$ cat config.mk
export PLATFORM = sky130hd
export DESIGN_NAME = control_unit_flat
export DESIGN_NICKNAME = d
export VERILOG_FILES = /design/src/rtl/control_unit_if.sv /design/src/rtl/control_unit.sv /design/src/flat_wrapper.sv
export SDC_FILE = /design/constraint.sdc
export NUM_CORES = 1
export LEC_CHECK = 0
export BUFFER_PORTS_ARGS = -buffer_cell sky130_fd_sc_hd__buf_2
export CAP_MARGIN = 20
export CORE_ASPECT_RATIO = 1.5
export CORE_MARGIN = 5
export CORE_UTILIZATION = 44
export DETAILED_ROUTE_END_ITERATION = 7
export GPL_TIMING_DRIVEN = 0
export PLACE_DENSITY = 0.76
export SLEW_MARGIN = 20
export SYNTH_ARGS = -nofsm -noshare
export SYNTH_HDL_FRONTEND = slang
export SYNTH_SLANG_ARGS = --single-unit
$ cat constraint.sdc
create_clock -name clk -period 1.5 [get_ports clk]
set_input_delay 0.225 -clock clk [delete_from_list [all_inputs] [get_ports clk]]
set_output_delay 0.225 -clock clk [all_outputs]
set_load 0.01 [all_outputs]
$ cat src/rtl/control_unit_if.sv
// Decode inputs and datapath control lines between the multicycle MIPS control FSM
// (master) and the datapath it steers (slave).
interface control_unit_if;
   logic [5:0] opcode;
   logic [5:0] funct;
   logic       zero;
   logic       pc_write;
   logic       iord;
   logic       mem_wr;
   logic       ir_wr;
   logic       reg_wr;
   logic [2:0] wr_reg_sel;
   logic [1:0] mem_to_reg;
   logic       alu_src_a;
   logic [1:0] alu_src_b;
   logic [2:0] alu_op;
   logic [1:0] pc_source;
   logic       illegal_op;
   logic [4:0] state;

   modport master (
      input  opcode, funct, zero,
      output pc_write, iord, mem_wr, ir_wr, reg_wr, wr_reg_sel, mem_to_reg,
             alu_src_a, alu_src_b, alu_op, pc_source, illegal_op, state
   );

   modport slave (
      output opcode, funct, zero,
      input  pc_write, iord, mem_wr, ir_wr, reg_wr, wr_reg_sel, mem_to_reg,
             alu_src_a, alu_src_b, alu_op, pc_source, illegal_op, state
   );
endinterface

$ cat src/rtl/control_unit.sv
// Multicycle MIPS control FSM: sequences fetch/decode/execute/memory/write-back and
// decodes datapath select and write-enable lines from the registered state.
module control_unit (
   input  logic           clk,
   input  logic           reset,
   control_unit_if.master bus
);
   typedef enum logic [4:0] {
      S_RESET      = 5'd0,  S_INIT_SP   = 5'd1,  S_FETCH    = 5'd2,  S_FETCH_WAIT = 5'd3,
      S_DECODE     = 5'd4,  S_R_EXEC    = 5'd5,  S_R_WB     = 5'd6,  S_ADDI_EXEC  = 5'd7,
      S_ADDI_WB    = 5'd8,  S_MEM_ADDR  = 5'd9,  S_LW_READ  = 5'd10, S_LW_WAIT    = 5'd11,
      S_LW_WB      = 5'd12, S_SW_WRITE  = 5'd13, S_BRANCH   = 5'd14, S_JAL_LINK   = 5'd15,
      S_JUMP       = 5'd16, S_JR        = 5'd17
   } state_t;

   localparam logic [5:0] OP_RTYPE = 6'h00, OP_J   = 6'h02, OP_JAL = 6'h03, OP_BEQ = 6'h04;
   localparam logic [5:0] OP_BNE   = 6'h05, OP_ADDI = 6'h08, OP_LW = 6'h23, OP_SW  = 6'h2B;
   localparam logic [5:0] FN_JR    = 6'h08;
   localparam logic [2:0] ALU_IDLE = 3'b000, ALU_ADD = 3'b001, ALU_SUB = 3'b010;

   state_t state_r;
   state_t next_state_s;

   // R-type funct to ALU operation; unsupported functs map to idle.
   function automatic logic [2:0] funct_alu_op(input logic [5:0] f);
      case (f)
         6'h20:   return 3'b001;
         6'h22:   return 3'b010;
         6'h24:   return 3'b011;
         6'h25:   return 3'b100;
         6'h2A:   return 3'b101;
         default: return ALU_IDLE;
      endcase
   endfunction

   // State register with synchronous reset that aborts any instruction in flight.
   always_ff @(posedge clk) begin
      if (reset) begin
         state_r <= S_RESET;
      end else begin
         state_r <= next_state_s;
      end
   end

   // Next-state sequencing, including opcode dispatch out of DECODE.
   always_comb begin
      next_state_s = S_FETCH;
      case (state_r)
         S_RESET:      next_state_s = S_INIT_SP;
         S_INIT_SP:    next_state_s = S_FETCH;
         S_FETCH:      next_state_s = S_FETCH_WAIT;
         S_FETCH_WAIT: next_state_s = S_DECODE;
         S_DECODE: begin
            case (bus.opcode)
               OP_RTYPE: begin
                  if (bus.funct == FN_JR) begin
                     next_state_s = S_JR;
                  end else if (funct_alu_op(bus.funct) != ALU_IDLE) begin
                     next_state_s = S_R_EXEC;
                  end else begin
                     next_state_s = S_FETCH;
                  end
               end
               OP_ADDI:       next_state_s = S_ADDI_EXEC;
               OP_LW, OP_SW:  next_state_s = S_MEM_ADDR;
               OP_BEQ, OP_BNE: next_state_s = S_BRANCH;
               OP_J:          next_state_s = S_JUMP;
               OP_JAL:        next_state_s = S_JAL_LINK;
               default:       next_state_s = S_FETCH;
            endcase
         end
         S_R_EXEC:    next_state_s = S_R_WB;
         S_ADDI_EXEC: next_state_s = S_ADDI_WB;
         S_MEM_ADDR: begin
            if (bus.opcode == OP_LW) begin
               next_state_s = S_LW_READ;
            end else if (bus.opcode == OP_SW) begin
               next_state_s = S_SW_WRITE;
            end else begin
               next_state_s = S_FETCH;
            end
         end
         S_LW_READ:  next_state_s = S_LW_WAIT;
         S_LW_WAIT:  next_state_s = S_LW_WB;
         S_JAL_LINK: next_state_s = S_JUMP;
         default:    next_state_s = S_FETCH;
      endcase
   end

   // Output decode from the registered state; only BRANCH looks at zero.
   always_comb begin
      bus.pc_write   = 1'b0;
      bus.iord       = 1'b0;
      bus.mem_wr     = 1'b0;
      bus.ir_wr      = 1'b0;
      bus.reg_wr     = 1'b0;
      bus.wr_reg_sel = 3'b000;
      bus.mem_to_reg = 2'b00;
      bus.alu_src_a  = 1'b0;
      bus.alu_src_b  = 2'b00;
      bus.alu_op     = ALU_IDLE;
      bus.pc_source  = 2'b00;
      bus.illegal_op = 1'b0;
      case (state_r)
         S_INIT_SP: begin
            bus.reg_wr = 1'b1; bus.wr_reg_sel = 3'b100; bus.mem_to_reg = 2'b11;
         end
         S_FETCH_WAIT: begin
            bus.ir_wr = 1'b1; bus.alu_src_b = 2'b01; bus.alu_op = ALU_ADD; bus.pc_write = 1'b1;
         end
         S_DECODE: begin
            bus.alu_src_b = 2'b11; bus.alu_op = ALU_ADD;
            bus.illegal_op = (next_state_s == S_FETCH) ? 1'b1 : 1'b0;
         end
         S_R_EXEC: begin
            bus.alu_src_a = 1'b1; bus.alu_op = funct_alu_op(bus.funct);
         end
         S_R_WB: begin
            bus.reg_wr = 1'b1; bus.alu_op = funct_alu_op(bus.funct);
         end
         S_ADDI_EXEC, S_MEM_ADDR: begin
            bus.alu_src_a = 1'b1; bus.alu_src_b = 2'b10; bus.alu_op = ALU_ADD;
         end
         S_ADDI_WB: begin
            bus.reg_wr = 1'b1; bus.wr_reg_sel = 3'b001;
         end
         S_LW_READ, S_LW_WAIT: bus.iord = 1'b1;
         S_LW_WB: begin
            bus.reg_wr = 1'b1; bus.wr_reg_sel = 3'b001; bus.mem_to_reg = 2'b01;
         end
         S_SW_WRITE: begin
            bus.iord = 1'b1; bus.mem_wr = 1'b1;
         end
         S_BRANCH: begin
            bus.alu_src_a = 1'b1; bus.alu_op = ALU_SUB; bus.pc_source = 2'b01;
            if (bus.opcode == OP_BEQ) begin
               bus.pc_write = bus.zero;
            end else if (bus.opcode == OP_BNE) begin
               bus.pc_write = ~bus.zero;
            end else begin
               bus.pc_write = 1'b0;
            end
         end
         S_JAL_LINK: begin
            bus.reg_wr = 1'b1; bus.wr_reg_sel = 3'b011; bus.mem_to_reg = 2'b10;
         end
         S_JUMP: begin
            bus.pc_source = 2'b10; bus.pc_write = 1'b1;
         end
         S_JR: begin
            bus.pc_source = 2'b11; bus.pc_write = 1'b1;
         end
         default: bus.illegal_op = 1'b0;
      endcase
   end

   assign bus.state = state_r;
endmodule

$ cat src/flat_wrapper.sv
// flat-port wrapper written by rule: the top's interface ports become plain ports
module control_unit_flat 
  (clk, reset, bus_opcode, bus_funct, bus_zero, bus_pc_write, bus_iord, bus_mem_wr, bus_ir_wr, bus_reg_wr, bus_wr_reg_sel, bus_mem_to_reg, bus_alu_src_a, bus_alu_src_b, bus_alu_op, bus_pc_source, bus_illegal_op, bus_state);
  control_unit_if bus_i ();
  input  logic clk;
  input  logic reset;
  input wire logic [$bits(bus_i.opcode)-1:0] bus_opcode;
  input wire logic [$bits(bus_i.funct)-1:0] bus_funct;
  input wire logic [$bits(bus_i.zero)-1:0] bus_zero;
  output wire logic [$bits(bus_i.pc_write)-1:0] bus_pc_write;
  output wire logic [$bits(bus_i.iord)-1:0] bus_iord;
  output wire logic [$bits(bus_i.mem_wr)-1:0] bus_mem_wr;
  output wire logic [$bits(bus_i.ir_wr)-1:0] bus_ir_wr;
  output wire logic [$bits(bus_i.reg_wr)-1:0] bus_reg_wr;
  output wire logic [$bits(bus_i.wr_reg_sel)-1:0] bus_wr_reg_sel;
  output wire logic [$bits(bus_i.mem_to_reg)-1:0] bus_mem_to_reg;
  output wire logic [$bits(bus_i.alu_src_a)-1:0] bus_alu_src_a;
  output wire logic [$bits(bus_i.alu_src_b)-1:0] bus_alu_src_b;
  output wire logic [$bits(bus_i.alu_op)-1:0] bus_alu_op;
  output wire logic [$bits(bus_i.pc_source)-1:0] bus_pc_source;
  output wire logic [$bits(bus_i.illegal_op)-1:0] bus_illegal_op;
  output wire logic [$bits(bus_i.state)-1:0] bus_state;
  assign bus_i.opcode = bus_opcode;
  assign bus_i.funct = bus_funct;
  assign bus_i.zero = bus_zero;
  assign bus_pc_write = bus_i.pc_write;
  assign bus_iord = bus_i.iord;
  assign bus_mem_wr = bus_i.mem_wr;
  assign bus_ir_wr = bus_i.ir_wr;
  assign bus_reg_wr = bus_i.reg_wr;
  assign bus_wr_reg_sel = bus_i.wr_reg_sel;
  assign bus_mem_to_reg = bus_i.mem_to_reg;
  assign bus_alu_src_a = bus_i.alu_src_a;
  assign bus_alu_src_b = bus_i.alu_src_b;
  assign bus_alu_op = bus_i.alu_op;
  assign bus_pc_source = bus_i.pc_source;
  assign bus_illegal_op = bus_i.illegal_op;
  assign bus_state = bus_i.state;
  control_unit u_core (.clk(clk), .reset(reset), .bus(bus_i));
endmodule
==> reports/summary.txt, run 1 <==
========================================================================================================
Leading cell types in the layout, fill and taps excluded                                    sky130_fd_sc_hd__buf_2, sky130_fd_sc_hd__buf_6, sky130_fd_sc_hd__buf_4, sky130_fd_sc_hd__a21oi_1, sky130_fd_sc_hd__nor2_1
Power per standard cell area                                                                458.0 mW/mm^2
Arrival time at the worst endpoint                                                               1770 ps
Starting DRT DRC Count                                                                                58
Number of flip-flops under the largest register name                                                   5
Cell Rows                                                                                             21
Synthesized area per cell                                                                     6.848 um^2
# IOs                                                                                                 39
Share of final-layout standard cells stronger than drive strength 1                               56.74%
Cells after Synth                                                                                    150
Count of vias placed by the detailed router                                                        1,541
Latest clock arrival within the worst-skew pair                                                   250 ps
Met1 usage in global routing                                                                      23.43%
Endpoint required time on the critical path                                                      1270 ps
Result of the run                                                                           finished, violations left
Number of antenna violations at the first check in global routing                                      0
Finish-stage setup viols                                                                              23
Final hold violations                                                                                  0
Pins Over Slew Limit                                                                                   0
Count of flip-flops with a built-in enable after synthesis                                             0
Shortest period the worst path allows                                                            1992 ps
Clock buffer count from CTS                                                                            3
Worst setup slack after layout                                                                 -492.0 ps
Aggregate global-route resource usage                                                             20.70%
Die outline area                                                                            0.003421 mm^2
Non-filler cells in the finished layout                                                              238
Post-route clock skew                                                                           6.517 ps
Sum Neg Setup Slack                                                                             -5878 ps
Cell count after placement                                                                           206
Residual antenna-violating net count after detailed routing                                            0
Post-layout util                                                                                  85.55%
Die span in y                                                                                   69.18 um
Vias in the first global route                                                                     1,312
Post-detailed-route DRC marker count                                                                   0
Lkg Pwr                                                                                        0.7981 nW
Cell-by-cell listing of the critical path                                                   nand2b_4 > or4_4 > nor2_4 > o211a_1 > a2111oi_4 > buf_2
Maximum buffer depth of the clock tree                                                                 2
Final nets                                                                                           231
Post-synthesis async set-or-reset flop share                                                          0%
Post-CTS clock slew at the launch and capture registers of the worst setup and hold paths          50 ps
Final global-route overflow total                                                                      0
Top_reg_cell synth                                                                          sky130_fd_sc_hd__dfxtp_1
Worst hold margin                                                                               241.2 ps
Crit Path Category                                                                            reg -> out
Unrepaired setup endpoints after global routing                                                      yes
Detailed placer's ending HPWL                                                                   2.370 mm
Wire length after detailed routing                                                              5.041 mm
Power Total                                                                                    0.8751 mW
Routed wire per std cell                                                                        21.18 um
Share of the clock period used by the worst path                                                  132.8%
Violations in the final reports                                                             setup timing
CTS tree                                                                                            done
Fraction of the yosys area taken by sequential cells                                              9.744%
Max stage delay cell, worst path                                                            sky130_fd_sc_hd__or4_4
Fraction of met2 tracks used by global routing                                                    40.32%
GP Congestion                                                                                     0.8829
Yosys synthesis warning count                                                                          0
TritonCTS sink count                                                                                   5
First-pass detailed-route iteration total                                                              4
Hold/Removal Path Class                                                                        in -> reg
Achievable Freq                                                                                502.0 MHz
Synthesized Nets                                                                                     165
Maximum number of pins on one net before global-route repair                                          11
Maximum level of the CTS H-tree                                                                        1
FF+latch count, synth                                                                                  5
Effective utilization at floorplan                                                                45.99%
Netlist area before placement                                                               0.001027 mm^2
Diodes inserted                                                                                        0
GRT met3 Usage                                                                                    1.720%
Gr busiest metal                                                                                    met2
Max-cap violations                                                                                     0
Count of buffers from port buffering                                                                  33
Actual slew at the worst max-slew pin                                                           445.5 ps
Post-detailed-route via-to-cell ratio                                                              6.475
Horizontal extent of the die                                                                    49.45 um
Post-synthesis to final-layout area growth                                                        85.99%
Standard cell core area                                                                     0.002233 mm^2
Top fanout value on the critical path                                                                  6
First-pass GRT wire length                                                                      5.975 mm
CTS Root Buffer Type                                                                        sky130_fd_sc_hd__clkbuf_4
Peak VDD IR                                                                                    0.3903 mV
Worst slew slack as a fraction of its limit                                                       70.05%
Most common cell after layout, fill and taps aside                                          sky130_fd_sc_hd__buf_2
Worst stage delay on the critical path                                                            520 ps
Nature of the critical path startpoint                                                              flop
CP endpoint kind                                                                            primary output
Count of distinct cell types in the synthesized netlist                                               52
========================================================================================================
## cell families after synthesis
group	after synthesis	synth area share (%)
AO/OA/AOI/OAI	40	26.19
multiplexers	3	2.923
buffers and inverters	18	9.500
AND/OR/NAND/NOR	81	49.09
XOR/XNOR	3	2.558
flip-flops	5	9.745
## area by class of cell
class | count | area (um^2)
multi-input cells | 127 | 1085
flip-flops and latches | 5 | 112.6
repair buffers | 62 | 480.5
clock buffers | 4 | 26.28
fillers | 113 | 322.8
plain buffers | 14 | 158.9
inverters | 3 | 18.77
well taps | 23 | 28.78
## path summary, 6_finish.rpt
kind	slack, ps	depth (start not counted)	start	to
max	-490	6	u_core.bus.state[3]	bus_illegal_op
min reg2reg	740	3	u_core.bus.state[2]	u_core.bus.state[0]
max reg2reg	-460	10	u_core.bus.state[3]	u_core.bus.state[4]
min	240	2	reset	u_core.bus.state[4]
## what timing repair did
item / in CTS / in global routing
pin swaps: 9 / 18
hold buffers: 0 / 0
gates cloned: 1 / 0
setup endpoints to repair: 23 / 23
buffers inserted: 15 / 15
gates resized for setup: 42 / 56
## worst max-delay path: cells and delay by family, from the launching register on
kind | cells | cell delay (ps)
AO/OA/AOI/OAI | 2 | 250
buffers and inverters | 1 | 150
flip-flops | 1 | 360
AND/OR/NAND/NOR | 3 | 760
## routing by layer
layer,part of all wire [%],wire (um),vias up
li1,-,-,701
met2,54,2707,89
met5,0,0,-
met4,4.2,210,0
met1,35,1754,727
met3,7.3,369,24
## power by group
| group | internal (mW) | total, mW | switching [mW] |
|---|---|---|---|
| sequential | 0.138 | 0.147 | 0.00879 |
| combinational | 0.268 | 0.561 | 0.293 |
| clock | 0.101 | 0.167 | 0.0658 |
| total | 0.508 | 0.875 | 0.367 |
## through the flow
stage	worst slack, ps	area [um^2]
global route	-532.7	1911
CTS	-522.9	1605
finish	-492.0	1911
floorplan	-155.1	1095
detailed placement	-447.4	1289
global placement	-441.8	1289
## synth_stat cells (2+ instances only)
library cell	n	share of area, %
sky130_fd_sc_hd__nand3b_1	2	1.5
sky130_fd_sc_hd__nand4_1	2	1.2
sky130_fd_sc_hd__a32oi_1	2	1.7
sky130_fd_sc_hd__nand2b_1	7	4.3
sky130_fd_sc_hd__nand2_1	8	2.9
sky130_fd_sc_hd__buf_6	2	2.2
sky130_fd_sc_hd__inv_1	2	0.73
sky130_fd_sc_hd__a21oi_1	12	5.8
sky130_fd_sc_hd__nor3b_1	5	3.7
sky130_fd_sc_hd__nor2_1	14	5.1
sky130_fd_sc_hd__mux2i_1	3	2.9
sky130_fd_sc_hd__o31ai_1	2	1.5
sky130_fd_sc_hd__nor2b_1	8	4.9
sky130_fd_sc_hd__nor4_4	2	4.1
sky130_fd_sc_hd__nor4_1	5	3.0
sky130_fd_sc_hd__o21ai_0	6	2.9
sky130_fd_sc_hd__dfxtp_1	5	9.7
sky130_fd_sc_hd__or3_1	2	1.2
sky130_fd_sc_hd__nand3_1	3	1.5
sky130_fd_sc_hd__o22ai_1	4	2.4
sky130_fd_sc_hd__xnor2_1	2	1.7
sky130_fd_sc_hd__buf_4	2	1.5
sky130_fd_sc_hd__buf_2	6	2.9
sky130_fd_sc_hd__a31oi_1	3	1.8
sky130_fd_sc_hd__clkbuf_1	3	1.1
sky130_fd_sc_hd__buf_1	2	0.73
sky130_fd_sc_hd__nor4b_1	3	2.6
sky130_fd_sc_hd__nor3_1	9	4.4
Note: power is estimated with default switching activity, not from simulation.
==> run 2: changes to the inputs <==
Settings changed: CTS_BUF_LIST set to sky130_fd_sc_hd__clkbuf_16.
==> run 2 against run 1 <==
  * Clock skew decreased by 2.5 ps
  * Via count increased by 6.0%
  * The run still ends with setup timing left
  * Sequential power rose by 3%
  * Worst hold slack better by 37 ps
  * Highest routed layer unchanged
  * Utilization up 3.2 points
  * Largest cell class unchanged
==> reports/summary.txt, run 2 (synthesis gave the netlist of run 1 again) <==
========================================================================================================
Cell-by-cell listing of the critical path                                                   buf_2 > buf_6 > nor4b_1 > o31ai_1 > o31ai_4 > nor3b_2 > a2111oi_4 > buf_2
DR top layer                                                                                        met4
Register-to-register setup slack                                                                 -360 ps
Clock buffer count from CTS                                                                            3
Die span in y                                                                                   69.18 um
Number of antenna violations at the first check in global routing                                      0
Post-detailed-route DRC marker count                                                                   0
Count of vias placed by the detailed router                                                        1,634
Most common cell after layout, fill and taps aside                                          sky130_fd_sc_hd__buf_2
Worst slew slack as a fraction of its limit                                                       70.72%
Routed wl met2                                                                                  2.631 mm
Endpoint required time on the critical path                                                      1270 ps
Cell repeated most along the worst path                                                     sky130_fd_sc_hd__buf_2
Non-filler cells in the finished layout                                                              243
Post-route clock skew                                                                           3.974 ps
Cell count after placement                                                                           206
Peak VDD IR                                                                                    0.6326 mV
Final hold violations                                                                                  0
Violations in the final reports                                                             setup timing
Unrepaired setup endpoints after global routing                                                      yes
TritonCTS sink count                                                                                   5
Achievable Freq                                                                                501.7 MHz
First-pass detailed-route iteration total                                                              5
Crit Path Category                                                                             in -> out
Finish-stage setup viols                                                                              24
Top fanout value on the critical path                                                                 10
Residual antenna-violating net count after detailed routing                                            0
Effective utilization at floorplan                                                                45.99%
Max-cap violations                                                                                     0
Power per standard cell area                                                                587.4 mW/mm^2
Aggregate global-route resource usage                                                             19.88%
Latest clock arrival within the worst-skew pair                                                   230 ps
Shortest period the worst path allows                                                            1993 ps
Die outline area                                                                            0.003421 mm^2
CTS Root Buffer Type                                                                        sky130_fd_sc_hd__clkbuf_16
Horizontal extent of the die                                                                    49.45 um
Lkg Pwr                                                                                        0.8498 nW
Arrival time at the worst endpoint                                                               1770 ps
First-pass GRT wire length                                                                      5.782 mm
Worst stage delay on the critical path                                                            390 ps
Hold-fix buffer count after cts                                                                        0
Maximum buffer depth of the clock tree                                                                 2
Share of final-layout standard cells stronger than drive strength 1                               59.09%
Post-Place Worst Slack                                                                         -447.4 ps
Post-synthesis to final-layout area growth                                                        92.94%
Count of buffers from port buffering                                                                  33
Hold/Removal Path Class                                                                        in -> reg
Pins Over Slew Limit                                                                                   0
Power Total                                                                                     1.164 mW
Leading cell types in the layout, fill and taps excluded                                    sky130_fd_sc_hd__buf_2, sky130_fd_sc_hd__buf_4, sky130_fd_sc_hd__buf_6, sky130_fd_sc_hd__nor2_1, sky130_fd_sc_hd__a21oi_1
Worst setup slack after layout                                                                 -493.2 ps
Vias in the first global route                                                                     1,306
Cell Rows                                                                                             21
CP endpoint kind                                                                            primary output
Final nets                                                                                           236
Routed metal-1 wire length                                                                      1.883 mm
Actual slew at the worst max-slew pin                                                           435.5 ps
Diodes inserted                                                                                        0
Number of inserted filler cells in the final layout                                                   96
Routed wire per std cell                                                                        21.75 um
Routed length on met3                                                                             419 um
Sequential cell area                                                                          112.6 um^2
Final global-route overflow total                                                                      0
Detailed placer's ending HPWL                                                                   2.370 mm
Number of flip-flops under the largest register name                                                   5
Post-CTS clock slew at the launch and capture registers of the worst setup and hold paths          30 ps
# IOs                                                                                                 39
Wire length after detailed routing                                                              5.286 mm
Nature of the critical path startpoint                                                         input pin
Max stage delay cell, worst path                                                            sky130_fd_sc_hd__nor4b_1
CTS tree                                                                                            done
GP Congestion                                                                                     0.8829
Share of the clock period used by the worst path                                                  132.9%
Starting DRT DRC Count                                                                                94
Maximum level of the CTS H-tree                                                                        1
Maximum number of pins on one net before global-route repair                                          11
Worst hold margin                                                                               278.6 ps
Standard cell core area                                                                     0.002233 mm^2
Post-detailed-route via-to-cell ratio                                                              6.724
Area occupied by multi-input gates                                                          0.001080 mm^2
Result of the run                                                                           finished, violations left
========================================================================================================
run 2: cell types whose count changed in the layout (fill, tap and decap cells not counted), moves of 3 or more:
cell,previous run,this run
sky130_fd_sc_hd__clkbuf_16,0,5
sky130_fd_sc_hd__clkbuf_4,4,1
sky130_fd_sc_hd__buf_12,3,0
sky130_fd_sc_hd__buf_4,17,24
run 2: critical path: cells and delay by family:
kind | cells | cell delay [ps]
buffers and inverters | 3 | 420
AO/OA/AOI/OAI | 3 | 620
AND/OR/NAND/NOR | 2 | 490
run 2: per-stage QoR:
step	setup TNS, ps	utilization (%)	instance area [um^2]
5_1_grt	-6271	88.74	1982
3_5_place_dp	-3570	57.70	1289
6_report	-5140	88.74	1982
3_3_place_gp	-3035	57.70	1289
2_1_floorplan	-319.5	-	1095
4_1_cts	-4788	72.94	1629
run 2: repair_timing:
action                                  in CTS  in global routing
gates cloned                                 0                  1
gates resized for setup                     40                 55
pin swaps                                    8                 19
endpoints found under the hold margin        0                  0
endpoints found under the setup margin      23                 23
buffers inserted                            15                 20
run 2: layout make-up:
class | count | area share, %
Multi-Input combinational cell | 127 | 54.48
Timing Repair Buffer | 66 | 24.62
Buffer | 15 | 8.586
Sequential cell | 5 | 5.682
Clock buffer | 3 | 3.788
Tap cell | 23 | 1.452
Inverter | 3 | 1.199
Clock inverter | 1 | 0.1894
run 2: per-layer routing:
metal / GRT usage (%) / vias to the layer above
met4: 6.706 / 0
met1: 21.99 / 760
met3: 3.226 / 38
met5: 0 / -
met2: 36.87 / 128
li1: - / 708
run 2: final timing paths:
| kind | start | endpoint | cells after the start |
|---|---|---|---|
| min | reset | u_core.bus.state[4] | 2 |
| max reg2reg | u_core.bus.state[3] | u_core.bus.state[4] | 9 |
| min reg2reg | u_core.bus.state[4] | u_core.bus.state[2] | 3 |
| max | bus_opcode[1] | bus_illegal_op | 8 |
run 2: report_power, final:
part	internal, mW	total (mW)	switching [mW]
registers	0.139	0.151	0.0122
clock network	0.346	0.440	0.0940
logic	0.277	0.573	0.296
total	0.762	1.16	0.403
==> run 3: changes to the inputs <==
Settings changed: ABC_AREA set to 1, CELL_PAD_IN_SITES_DETAIL_PLACEMENT set to 1, CELL_PAD_IN_SITES_GLOBAL_PLACEMENT set to 1, CORE_UTILIZATION 44 to 26, SKIP_CTS_REPAIR_TIMING set to 1.
==> run 3 against run 2 <==
  * The run still ends with setup timing left
  * Wire length fell by 25%
  * Non-clock buffer count fell by 26
  * Clock skew barely moved
  * Largest cell class unchanged
  * Clock power barely moved
  * Maximum frequency rose by 9.9%
  * Utilization fell by 42 points
  * Synthesized cell count rose by 6.7%
  * Synthesized area fell by 20%
  * Count of clock-buffer cells in the layout did not move
  * Flip-flop and latch count did not move
==> reports/summary.txt, run 3 <==
========================================================================================================
Cell-by-cell listing of the critical path                                                   buf_8 > nand3_4 > nor2_4 > nor2_2 > o211ai_1 > inv_1 > nand2_1 > nor2_1 > buf_2
First-pass GRT wire length                                                                      4.526 mm
Destination of the worst hold path                                                          u_core.bus.state[1]
Final hold violations                                                                                  0
Count of vias placed by the detailed router                                                        1,263
Pins Over Slew Limit                                                                                   0
Cell types occupying the most area after synthesis                                          sky130_fd_sc_hd__nand2_1, sky130_fd_sc_hd__nor2_1, sky130_fd_sc_hd__inv_1
Diodes inserted                                                                                        0
Vias in the first global route                                                                     1,089
Maximum buffer depth of the clock tree                                                                 2
Hold/Removal Path Class                                                                        in -> reg
Power per standard cell area                                                                673.4 mW/mm^2
Wire length after detailed routing                                                              3.969 mm
Max stage delay cell, worst path                                                            sky130_fd_sc_hd__dfxtp_2
First-pass detailed-route iteration total                                                              4
Post-route clock skew                                                                           3.583 ps
Achievable Freq                                                                                551.4 MHz
GP Congestion                                                                                     0.8103
Count of buffers from port buffering                                                                  38
Top fanout value on the critical path                                                                  8
Largest area contributor in the netlist                                                     sky130_fd_sc_hd__nand2_1
Effective utilization at floorplan                                                                26.63%
Post-layout util                                                                                  46.55%
Result of the run                                                                           finished, violations left
Violations in the final reports                                                             setup timing
Fraction of the yosys area taken by sequential cells                                              12.14%
Nature of the critical path startpoint                                                              flop
Cell area after placement                                                                   0.001065 mm^2
Final nets                                                                                           234
Post-Place Worst Slack                                                                         -136.7 ps
Post-CTS clock slew at the launch and capture registers of the worst setup and hold paths          40 ps
Leading cell types in the layout, fill and taps excluded                                    sky130_fd_sc_hd__buf_2, sky130_fd_sc_hd__nor2_1, sky130_fd_sc_hd__nand2_1, sky130_fd_sc_hd__inv_1, sky130_fd_sc_hd__nand3_1
Worst setup slack after layout                                                                 -313.4 ps
Final global-route overflow total                                                                      0
Starting DRT DRC Count                                                                                20
Endpoint required time on the critical path                                                      1270 ps
Synthesized area per cell                                                                     5.153 um^2
Worst r2r path cells                                                                                   8
FF+latch count, synth                                                                                  5
Maximum level of the CTS H-tree                                                                        1
Actual slew at the worst max-slew pin                                                           317.3 ps
Horizontal extent of the die                                                                    55.98 um
Endpoint of the worst register-to-register path                                             u_core.bus.state[1]
Post-detailed-route via-to-cell ratio                                                              4.895
Aggregate global-route resource usage                                                             12.34%
Lkg Pwr                                                                                        0.8380 nW
Shortest period the worst path allows                                                            1813 ps
Sum Neg Setup Slack                                                                             -2279 ps
Post-detailed-route DRC marker count                                                                   0
Clock buffer count from CTS                                                                            3
Residual antenna-violating net count after detailed routing                                            0
Depth of the worst hold-timing path                                                                    2
Register-to-register setup slack                                                                  100 ps
Cells after Synth                                                                                    160
Yosys synthesis warning count                                                                          0
Worst slew slack as a fraction of its limit                                                       78.63%
Top_reg_cell synth                                                                          sky130_fd_sc_hd__dfxtp_1
Max-cap violations                                                                                     0
Most common cell after layout, fill and taps aside                                          sky130_fd_sc_hd__buf_2
Die outline area                                                                            0.004421 mm^2
Maximum number of pins on one net before global-route repair                                          10
Share of final-layout standard cells stronger than drive strength 1                               47.25%
Startpoint of the most critical register-to-register path                                   u_core.bus.state[0]
Power Total                                                                                    0.9707 mW
Netlist area before placement                                                                 824.5 um^2
Count of flip-flops with a built-in enable after synthesis                                             0
Finish-stage setup viols                                                                              14
Synthesized Nets                                                                                     175
Arrival time at the worst endpoint                                                               1590 ps
Routed wire per std cell                                                                        15.38 um
Commonest cells post-synth                                                                  sky130_fd_sc_hd__nand2_1, sky130_fd_sc_hd__nor2_1, sky130_fd_sc_hd__inv_1
Post-synthesis to final-layout area growth                                                        74.81%
CP endpoint kind                                                                            primary output
TritonCTS sink count                                                                                   5
Unrepaired setup endpoints after global routing                                                      yes
Crit Path Category                                                                            reg -> out
Area fraction of the dominant cell type after synthesis                                           15.93%
Worst stage delay on the critical path                                                            350 ps
CTS Root Buffer Type                                                                        sky130_fd_sc_hd__clkbuf_16
Share of the clock period used by the worst path                                                  120.9%
Standard cell core area                                                                     0.003097 mm^2
Number of flip-flops under the largest register name                                                   5
Leading cell type by number of instances after synthesis                                    sky130_fd_sc_hd__nand2_1
Peak VDD IR                                                                                    0.4279 mV
Latest clock arrival within the worst-skew pair                                                   230 ps
Number of antenna violations at the first check in global routing                                      0
Cell Rows                                                                                             25
Worst hold path startpoint                                                                         reset
Final non-filler cell area                                                                  0.001441 mm^2
Post-synthesis async set-or-reset flop share                                                          0%
Die span in y                                                                                   78.97 um
CTS tree                                                                                            done
# IOs                                                                                                 39
Count of distinct cell types in the synthesized netlist                                               25
Detailed placer's ending HPWL                                                                   2.346 mm
========================================================================================================
[run 3: cell types whose count changed in the layout (fill, tap and decap cells not counted), sizes merged, moves of 8 or more]
cell and delta:
buf -23, inv +30, nand2 +28, nand3 +17, nor2 +24, nor2b -8
[run 3: how the worst max path moves through the flow]
stage                              from  cells past startpoint        endpoint  slack, ps
floorplan           u_core.bus.state[4]                      8  bus_illegal_op         50
global placement          bus_opcode[2]                     10  bus_illegal_op       -150
detailed placement        bus_opcode[2]                     10  bus_illegal_op       -140
CTS                 u_core.bus.state[2]                     10  bus_illegal_op       -400
global route        u_core.bus.state[0]                      9  bus_illegal_op       -410
finish              u_core.bus.state[0]                      9  bus_illegal_op       -310
[run 3: worst max-delay path: cells and delay by family (launching register included)]
family / cells / cell delay [ps]
flops: 1 / 350
compound gates: 1 / 100
simple gates: 5 / 530
buf+inv: 3 / 360
[run 3: logic make-up after synthesis]
logic type / count (synthesis) / synth area share (%)
AO/OA/AOI/OAI: 16 / 11.99
AND/OR/NAND/NOR: 106 / 59.94
buffers and inverters: 33 / 15.93
flip-flops: 5 / 12.14
[run 3: cell type report]
class                      count  area [um^2]
tap                           40        50.05
fill                         429         1655
buffer                         1        15.01
timing repair buffer          54        356.6
clock inverter                 1        3.754
sequential                     5        116.4
inverter                      32        137.6
clock buffer                   3        75.07
multi-input combinational    122        686.9
[run 3: layer usage]
| layer | global-route usage (%) | wire length [um] |
|---|---|---|
| met2 | 25.18 | 2336 |
| met1 | 12.40 | 1304 |
| met5 | 0 | 0 |
| met3 | 1.463 | 138 |
| met4 | 4.276 | 191 |
[run 3: stage by stage]
step / hold slack, ps / cells
floorplan: 287.4 / 160
global placement: 460.3 / 238
detailed placement: 460.4 / 238
CTS: 235.4 / 242
global route: 227.4 / 258
finish: 222.3 / 258
[run 3: where the power goes]
group          total, mW  leakage, nW  internal (mW)  switching [mW]
combinational      0.366        0.752          0.158           0.208
sequential         0.164       0.0441          0.142          0.0217
clock              0.441       0.0423          0.346          0.0946
